<file path="src/rtl/button_conditioner_pkg.sv">
// Shared definitions for the push-button front-end: per-channel FSM encoding
// and default board timing constants.
package button_conditioner_pkg;

   localparam logic [1:0] ST_IDLE   = 2'd0;
   localparam logic [1:0] ST_HELD   = 2'd1;
   localparam logic [1:0] ST_REPEAT = 2'd2;

   typedef enum logic [1:0] {
      IDLE   = ST_IDLE,
      HELD   = ST_HELD,
      REPEAT = ST_REPEAT
   } btn_state_e;

   localparam int N_BTN_DEF   = 8;
   localparam int DEB_CYC_DEF = 20;
   localparam int RPT_DLY_DEF = 500;
   localparam int RPT_PER_DEF = 100;
   localparam int CNT_W_DEF   = 10;

endpackage

</file>
<file path="src/rtl/button_conditioner_if.sv">
// Button bundle between the raw pins / edit logic and the conditioner.
interface button_conditioner_if #(
   parameter int N_BTN = 8
);
   logic [N_BTN-1:0] buttons_raw;
   logic [N_BTN-1:0] rpt_en;
   logic [N_BTN-1:0] buttons_level;
   logic [N_BTN-1:0] buttons_pulse;
   logic             any_press;

   modport master (
      output buttons_raw, rpt_en,
      input  buttons_level, buttons_pulse, any_press
   );

   modport slave (
      input  buttons_raw, rpt_en,
      output buttons_level, buttons_pulse, any_press
   );
endinterface

</file>
<file path="src/rtl/button_channel.sv">
// One button: 2-flop synchroniser, counter debounce and press/auto-repeat FSM.
module button_channel
   import button_conditioner_pkg::*;
#(
   parameter int DEB_CYC = DEB_CYC_DEF,
   parameter int RPT_DLY = RPT_DLY_DEF,
   parameter int RPT_PER = RPT_PER_DEF,
   parameter int CNT_W   = CNT_W_DEF
) (
   input  logic clk,
   input  logic rst,
   input  logic i_raw,
   input  logic i_rpt_en,
   output logic o_level,
   output logic o_pulse,
   output logic o_pulse_nxt
);

   localparam logic [CNT_W-1:0] DEB_LIM = CNT_W'(DEB_CYC - 1);
   localparam logic [CNT_W-1:0] DLY_LIM = CNT_W'(RPT_DLY - 1);
   localparam logic [CNT_W-1:0] PER_LIM = CNT_W'(RPT_PER - 1);

   logic [1:0]       r_sync;
   logic             r_level;
   logic [CNT_W-1:0] r_deb_cnt;
   btn_state_e       r_state;
   logic [CNT_W-1:0] r_rep_cnt;
   logic             r_pulse;

   logic             w_differ;
   logic             w_deb_done;
   logic             w_level_nxt;
   logic             w_rise;
   logic [CNT_W-1:0] w_deb_nxt;
   btn_state_e       w_state_nxt;
   logic [CNT_W-1:0] w_rep_nxt;
   logic             w_pulse_nxt;

   always_ff @(posedge clk or negedge rst) begin
      if (!rst) r_sync <= '0;
      else      r_sync <= {r_sync[0], i_raw};
   end

   // The FSM acts on the next debounced level so the press pulse lands in the
   // same cycle buttons_level goes high.
   always_comb begin
      w_differ    = r_sync[1] ^ r_level;
      w_deb_done  = w_differ && (r_deb_cnt == DEB_LIM);
      w_level_nxt = r_level ^ w_deb_done;
      w_rise      = w_deb_done & ~r_level;
      w_deb_nxt   = '0;
      if (w_differ && !w_deb_done && (r_deb_cnt < DEB_LIM))
         w_deb_nxt = r_deb_cnt + CNT_W'(1);
   end

   always_ff @(posedge clk or negedge rst) begin
      if (!rst) begin
         r_level   <= 1'b0;
         r_deb_cnt <= '0;
      end else begin
         r_level   <= w_level_nxt;
         r_deb_cnt <= w_deb_nxt;
      end
   end

   always_comb begin
      w_state_nxt = r_state;
      w_rep_nxt   = r_rep_cnt;
      w_pulse_nxt = 1'b0;
      case (r_state)
         IDLE: begin
            w_rep_nxt = '0;
            if (w_rise) begin
               w_state_nxt = HELD;
               w_pulse_nxt = 1'b1;
            end
         end
         HELD: begin
            if (!w_level_nxt) begin
               w_state_nxt = IDLE;
               w_rep_nxt   = '0;
            end else if (!i_rpt_en) begin
               w_rep_nxt = '0;
            end else if (r_rep_cnt >= DLY_LIM) begin
               w_state_nxt = REPEAT;
               w_pulse_nxt = 1'b1;
               w_rep_nxt   = '0;
            end else begin
               w_rep_nxt = r_rep_cnt + CNT_W'(1);
            end
         end
         REPEAT: begin
            if (!w_level_nxt) begin
               w_state_nxt = IDLE;
               w_rep_nxt   = '0;
            end else if (!i_rpt_en) begin
               w_state_nxt = HELD;
               w_rep_nxt   = '0;
            end else if (r_rep_cnt >= PER_LIM) begin
               w_pulse_nxt = 1'b1;
               w_rep_nxt   = '0;
            end else begin
               w_rep_nxt = r_rep_cnt + CNT_W'(1);
            end
         end
         default: begin
            w_state_nxt = IDLE;
            w_rep_nxt   = '0;
         end
      endcase
   end

   always_ff @(posedge clk or negedge rst) begin
      if (!rst) begin
         r_state   <= IDLE;
         r_rep_cnt <= '0;
         r_pulse   <= 1'b0;
      end else begin
         r_state   <= w_state_nxt;
         r_rep_cnt <= w_rep_nxt;
         r_pulse   <= w_pulse_nxt;
      end
   end

   assign o_level     = r_level;
   assign o_pulse     = r_pulse;
   assign o_pulse_nxt = w_pulse_nxt;

endmodule

</file>
<file path="src/rtl/button_conditioner.sv">
// Push-button front-end: N_BTN independent channels plus a registered any_press.
module button_conditioner
   import button_conditioner_pkg::*;
#(
   parameter int N_BTN   = N_BTN_DEF,
   parameter int DEB_CYC = DEB_CYC_DEF,
   parameter int RPT_DLY = RPT_DLY_DEF,
   parameter int RPT_PER = RPT_PER_DEF,
   parameter int CNT_W   = CNT_W_DEF
) (
   input  logic                 clk,
   input  logic                 rst,
   button_conditioner_if.slave  bus
);

   logic [N_BTN-1:0] w_level;
   logic [N_BTN-1:0] w_pulse;
   logic [N_BTN-1:0] w_pulse_nxt;
   logic             r_any_press;

   for (genvar g = 0; g < N_BTN; g++) begin : g_ch
      button_channel #(
         .DEB_CYC (DEB_CYC),
         .RPT_DLY (RPT_DLY),
         .RPT_PER (RPT_PER),
         .CNT_W   (CNT_W)
      ) u_ch (
         .clk         (clk),
         .rst         (rst),
         .i_raw       (bus.buttons_raw[g]),
         .i_rpt_en    (bus.rpt_en[g]),
         .o_level     (w_level[g]),
         .o_pulse     (w_pulse[g]),
         .o_pulse_nxt (w_pulse_nxt[g])
      );
   end

   // Built from the channels' next-pulse terms so it rises with buttons_pulse.
   always_ff @(posedge clk or negedge rst) begin
      if (!rst) r_any_press <= 1'b0;
      else      r_any_press <= |w_pulse_nxt;
   end

   assign bus.buttons_level = w_level;
   assign bus.buttons_pulse = w_pulse;
   assign bus.any_press     = r_any_press;

endmodule
</file>
<file path="src/flat_wrapper.sv">
// flat-port wrapper written by rule: the top's interface ports become plain ports
module button_conditioner_flat import button_conditioner_pkg::*;
#(
   parameter int N_BTN   = N_BTN_DEF,
   parameter int DEB_CYC = DEB_CYC_DEF,
   parameter int RPT_DLY = RPT_DLY_DEF,
   parameter int RPT_PER = RPT_PER_DEF,
   parameter int CNT_W   = CNT_W_DEF
)
  (clk, rst, bus_buttons_raw, bus_rpt_en, bus_buttons_level, bus_buttons_pulse, bus_any_press);
  button_conditioner_if #(.N_BTN(N_BTN)) bus_i ();
  input  logic clk;
  input  logic rst;
  input wire logic [$bits(bus_i.buttons_raw)-1:0] bus_buttons_raw;
  input wire logic [$bits(bus_i.rpt_en)-1:0] bus_rpt_en;
  output wire logic [$bits(bus_i.buttons_level)-1:0] bus_buttons_level;
  output wire logic [$bits(bus_i.buttons_pulse)-1:0] bus_buttons_pulse;
  output wire logic [$bits(bus_i.any_press)-1:0] bus_any_press;
  assign bus_i.buttons_raw = bus_buttons_raw;
  assign bus_i.rpt_en = bus_rpt_en;
  assign bus_buttons_level = bus_i.buttons_level;
  assign bus_buttons_pulse = bus_i.buttons_pulse;
  assign bus_any_press = bus_i.any_press;
  button_conditioner #(.N_BTN(N_BTN), .DEB_CYC(DEB_CYC), .RPT_DLY(RPT_DLY), .RPT_PER(RPT_PER), .CNT_W(CNT_W)) u_core (.clk(clk), .rst(rst), .bus(bus_i));
endmodule
</file>
<file path="config.mk">
export PLATFORM = sky130hd
export DESIGN_NAME = button_conditioner_flat
export DESIGN_NICKNAME = d
export VERILOG_FILES = /design/src/rtl/button_conditioner_pkg.sv /design/src/rtl/button_conditioner_if.sv /design/src/rtl/button_channel.sv /design/src/rtl/button_conditioner.sv /design/src/flat_wrapper.sv
export SDC_FILE = /design/constraint.sdc
export NUM_CORES = 1
export LEC_CHECK = 0
export BUFFER_PORTS_ARGS = -buffer_cell sky130_fd_sc_hd__buf_2
export CAP_MARGIN = 20
export CORE_MARGIN = 8
export CORE_UTILIZATION = 40
export CTS_CLUSTER_SIZE = 8
export DETAILED_ROUTE_END_ITERATION = 8
export GPL_ROUTABILITY_DRIVEN = 1
export PLACE_DENSITY = 0.54
export SYNTH_ARGS = -nofsm -noshare
export SYNTH_HDL_FRONTEND = slang
export SYNTH_SLANG_ARGS = --single-unit
</file>
<file path="constraint.sdc">
create_clock -name clk -period 2.6 [get_ports clk]
set_input_delay 0.26 -clock clk [delete_from_list [all_inputs] [get_ports clk]]
set_output_delay 0.26 -clock clk [all_outputs]
set_load 0.01 [all_outputs]
</file>
; Word level (Yosys, flattened, before mapping)
; Cells that the tools add are included.
[totals]
out_inout_bits = 17
register_bits = 209
[op_classes]
order_cmp = 24
n_addsub = 16
bitwise = 32
n_mux = 184
reduce_logical = 49
n_eq_ne = 56
[op_table]
columns = cell, n
row1 = $mux W10, 56
row2 = $add A10 B1 Y10 const B, 16
row3 = $pmux W10 S2, 8
row4 = $mux W2, 48
row5 = $eq A10 B5 Y1 const B, 8
row6 = $ge A10 B7 Y1 const B, 8
row7 = $ge A10 B9 Y1 const B, 8
row8 = $lt A10 B5 Y1 const B, 8
row9 = $ne A3 B3 Y1 const B, 24
row10 = $mux W1, 56
row11 = $pmux W2 S3, 8
row12 = $reduce_and A4 Y1, 8
row13 = $logic_and A1 B1 Y1, 24
row14 = $pmux W1 S3, 8
row15 = $eq A2 B1 Y1 const B, 8
row16 = $eq A2 B2 Y1 const B, 8
row17 = $logic_not A2 Y1, 8
row18 = $ne A2 B2 Y1 const B, 8
row19 = $xor A1 B1 Y1, 16
row20 = $and A1 B1 Y1, 8
row21 = $logic_not A1 Y1, 8
row22 = $not A1 Y1, 8
row23 = $reduce_or A8 Y1, 1

; Depth between registers and ports, before layout
[depth]
ltp_word = 6
mapped_depth = 9
ltp_nobuf = 9

; Hierarchy
; A second synthesis with hierarchy kept.
[hier_totals]
hier_cells = 876
hier_area_um2 = 9633.0
[by_module_without_submodules]
columns = module, n_inst, cells_per_inst, area_each_um2, seq_area_each_um2
row1 = button_channel (u_core.g_ch[0].u_ch ...), 7, 109, 1196.1, 650.6
row2 = button_channel (u_core.g_ch[7].u_ch), 1, 109, 1218.7, 650.6
row3 = button_conditioner, 1, 4, 41.3, 25.0

; Least setup slack after synthesis
; No wires, ideal clock.
[synth_timing]
kind = register -> register
start = register u_core.g_ch[4].u_ch.r_deb_cnt[6]
end = register u_core.r_any_press, in the netlist u_core.bus.any_press
stages_incl_launch_ff = 10
n_path_buf = 0
synth_period_minus_slack_ns = 2.321
setup_ns = 0.071
slack_ns = 0.279
t_arrival_ns = 2.250
t_required_ns = 2.529
path_cell_list = dfrtp_1 -> or4_1 -> nor3_1 -> and4_1 -> ha_1 -> inv_1 -> nand3_1 -> o41ai_1 -> nor2_1 -> nand4_1
[synth_between]
elab_chain_cells = 6
elab_cells_between_ends = 9
cone_classes = 1 x eq/ne / 4 x mux / 2 x bitwise / 2 x reduce/logical
[synth_lines]
columns = element, line
row1 = from (decl), button_channel.sv:25  ; logic [CNT_W-1:0] r_deb_cnt;
row2 = from (signal assigned), button_channel.sv:62  ; r_deb_cnt <= w_deb_nxt;
row3 = $eq A10 B5 Y1 *, button_channel.sv:48  ; w_deb_done = w_differ && (r_deb_cnt == DEB_LIM);
row4 = $logic_and A1 B1 Y1 *, button_channel.sv:48
row5 = $xor A1 B1 Y1 *, button_channel.sv:49  ; w_level_nxt = r_level ^ w_deb_done;
row6 = named net u_core.g_ch[4].u_ch.w_level_nxt, button_channel.sv:32  ; logic w_level_nxt;
row7 = "$mux W1, on equally long branches", "button_channel.sv:93, button_channel.sv:79"
row8 = $pmux W1 S3 *, button_channel.sv:70  ; case (r_state)
row9 = named net u_core.g_ch[4].u_ch.o_pulse_nxt, button_channel.sv:16  ; output logic o_pulse_nxt
row10 = $reduce_or A8 Y1 *, button_conditioner.sv:41  ; else r_any_press <= |w_pulse_nxt;
row11 = to (signal assigned), button_conditioner.sv:41
row12 = to (decl), button_conditioner.sv:19  ; logic r_any_press;
; The timed path passes the listed nets; every way through them passes the cells marked *.
; A chain may end at the register's enable or synchronous reset.

; Final worst setup path
[layout_timing]
start = register u_core.g_ch[5].u_ch.r_deb_cnt[5]
end = register u_core.r_any_press, in the netlist u_core.bus.any_press
[layout_between]
elab_chain_cells = 6
elab_cells_between_ends = 9
cone_classes = 1 x eq/ne / 4 x mux / 2 x bitwise / 2 x reduce/logical
[layout_lines]
columns = element, line
row1 = from (decl), button_channel.sv:25
row2 = from (signal assigned), button_channel.sv:62
row3 = $eq A10 B5 Y1 *, button_channel.sv:48
row4 = $logic_and A1 B1 Y1 *, button_channel.sv:48
row5 = $xor A1 B1 Y1 / $and A1 B1 Y1 (equally long branches), "button_channel.sv:49, button_channel.sv:50"
row6 = "$mux W1, on equally long branches", "button_channel.sv:93, button_channel.sv:73, button_channel.sv:79"
row7 = $pmux W1 S3 *, button_channel.sv:70
row8 = named net u_core.g_ch[5].u_ch.o_pulse_nxt, button_channel.sv:16
row9 = $reduce_or A8 Y1 *, button_conditioner.sv:41
; Marks and branches as above.

==> run metrics <==
worst slack at placement=0.0936 ns; Post-DRT Antenna Nets=0; fin crit period=2.50 ns; Initial Utilization=0.406; Async S/R FF share, synth=1.00; CP Launch Type=flop; DRT iter0 DRCs=298; PnR worst setup slack=0.105 ns; total of max-cap violations=0; # diodes=0; R2R Setup Slk=0.10 ns; Fmax=0.401 GHz; Worst-Skew Late Latency=0.52 ns; die width=170 µm; # DRC=0; reg2reg path depth=11; reg-to-reg startpoint=u_core.g_ch[5].u_ch.r_deb_cnt[5]; WS Path Type=flop to flop; worst-margin pin slew=0.689 ns; HP Start=bus_rpt_en[4]; CP required=2.99 ns; CP arrival=2.89 ns; clk buf depth=3; drt pass-1 iters=4; Inserted Clock Buffers=30; pwr dens=607 mW/mm²; Seq/Total Area, Yosys=0.551; number of synthesized flops with an enable pin=0; final worst-path cycle share=0.960; Rel. slew slack=0.541; synthesized cell area=0.00949 mm²; Hold Path Stages=3; setup violators final=0; nets=1050; Area growth syn-to-layout=18.4%; largest net degree at the start of global routing=90; Hold Path End=u_core.g_ch[4].u_ch.o_pulse; Mapped Cells=855; Layout Skew=0.00907 ns; crit path max fanout=2; first-pass GRT wire length=29.1 mm; CTS sink cnt=209; Slew Viols, Final=0; top cells by area, synth=dfrtp_1 (55%), ha_1 (7.4%), nor2_1 (5.2%), xor2_1 (3.8%), xnor2_1 (3.6%); Detail Placement HPWL=11.0 mm; GRT Total Usage=0.119; WL/cell=12.6 µm; row count=56; number of global-route vias before repair=6306; Leakage=5.30 nW; GPL Wtd Cong=0.767; Die Ht=170 µm; Hold WC Path Type=input port to flop; die area=0.0289 mm²; CTS tree=yes; synth warn=0; maximum vdd drop=0.000450 V; grt ovf=0; Fin Hold WS=0.0902 ns; area of the core=0.0234 mm²; DR vias/cell=4.73; share of the synthesized area in the top cell type=0.551; CTS clk-pin slew, worst paths=0.05 ns; Vias=6140; share of post-route cells with drive strength above 1=0.124; Final Hold Fails=0; Worst R2R End=u_core.bus.any_press; synthesized flop and latch total=209; IO Count=35; CTS root buf=clkbuf_16; synth unique cells=48; Worst setup EP type=flop; WL final=16.3 mm; initial antenna violation count=0; status=finished, final reports clean; largest area contributor in the netlist=dfrtp_1; H-tree levels=1; IO buf count=34; synthesized area per cell=11.1 µm²; commonest register cell after synthesis=dfrtp_1
flip-flops by register name, indices dropped and copies added (netlist names):
signal / flops
u_core.g_ch.u_ch.r_rep_cnt: 80
u_core.g_ch.u_ch.o_pulse: 8
u_core.bus.any_press: 1
u_core.g_ch.u_ch.r_sync: 16
u_core.g_ch.u_ch.r_state: 16
u_core.g_ch.u_ch.r_deb_cnt: 80
u_core.g_ch.u_ch.o_level: 8
metrics by stage:
step	TNS (ns)	std cells	cell area (µm²)	util	power (mW)
floorplan	0	902	9670	-	3.40
global placement	0	1253	10300	0.438	3.51
detailed placement	0	1253	10300	0.438	3.51
CTS	0	1296	11100	0.476	6.96
global route	-0.0663	1297	11200	0.480	7.14
finish	0	1297	11200	0.480	6.82
cell usage in the layout (no fill, tap or decap), types with 31 or more instances in the layout:
cell and instances:
dfrtp_1 209, nor2_1 131, ha_1 55, conb_1 48, inv_1 45, nand3_1 43, xor2_1 41, xnor2_1 39
nand2_1 39, buf_2 33, clkbuf_16 31
timing repair:
item,4_1_cts,5_1_grt
hold buffers,9,0
buffers inserted,0,1
gates resized for setup,0,14
endpoints found under the setup margin,0,1
endpoints found under the hold margin,92,0
synthesized netlist by cell type (9+ instances only):
cell type,count
o21ai_0,18
and4_1,12
buf_4,16
and3_1,28
inv_1,45
nor3_1,11
ha_1,56
or3_1,9
nor2_1,132
mux2_2,13
and2_1,15
nor4_1,9
a21oi_1,16
xor2_1,41
nand2_1,39
nand3_1,44
xnor2_1,39
dfrtp_1,209
cell families after synthesis:
family | count (synthesis) | share of synthesized area
buffers and inverters | 64 | 0.0326
other | 1 | 0.000395
muxes | 20 | 0.0244
DFF | 209 | 0.551
and+or+nand+nor | 339 | 0.180
xor gates and xnor gates | 80 | 0.0738
AOI/OAI and AO/OA | 86 | 0.0642
adders and majority gates | 56 | 0.0738
where the power goes:
part           switching [mW]  internal (mW)  leakage, nW
clock                    1.28           2.07        0.385
sequential             0.0176           3.31         2.77
combinational          0.0909         0.0443         2.15
total                    1.39           5.43         5.30
critical path, stage by stage (launching register included):
cell,delay [ns]
dfrtp_1,0.35
or4_4,0.54
nor3_4,0.20
and4_1,0.25
ha_4,0.16
nor2_4,0.04
nand3_2,0.08
o32ai_2,0.08
buf_4,0.15
nor4_2,0.26
buf_4,0.15
nand4_1,0.09
worst max-delay path by stage:
stage / slack, ns / from / cells past startpoint / endpoint
detailed placement: 0.09 / u_core.g_ch[4].u_ch.r_deb_cnt[6] / 9 / u_core.bus.any_press
global placement: 0.16 / u_core.g_ch[7].u_ch.r_deb_cnt[7] / 10 / u_core.bus.any_press
global route: -0.07 / u_core.g_ch[5].u_ch.r_deb_cnt[5] / 11 / u_core.bus.any_press
finish: 0.10 / u_core.g_ch[5].u_ch.r_deb_cnt[5] / 11 / u_core.bus.any_press
floorplan: 0.28 / u_core.g_ch[4].u_ch.r_deb_cnt[6] / 9 / u_core.bus.any_press
CTS: 0.06 / u_core.g_ch[4].u_ch.r_deb_cnt[6] / 9 / u_core.bus.any_press
area by class of cell:
class	instances	area, µm²
Inverter	45	169
Clock inverter	1	7.51
Sequential cell	209	5230
Multi-Input combinational cell	629	4210
Fill cell	2172	12200
Clock buffer	33	783
Tap cell	319	399
Timing Repair Buffer	61	430
metal layers:
| layer | share of wire | vias up | GRT usage |
|---|---|---|---|
| li1 | - | 3110 | - |
| met1 | 0.49 | 2937 | 0.158 |
| met2 | 0.45 | 69 | 0.190 |
| met3 | 0.044 | 24 | 0.0297 |
| met4 | 0.020 | 0 | 0.0347 |
| met5 | 0 | - | 0 |
No activity file was read; power rests on OpenSTA's default activity.
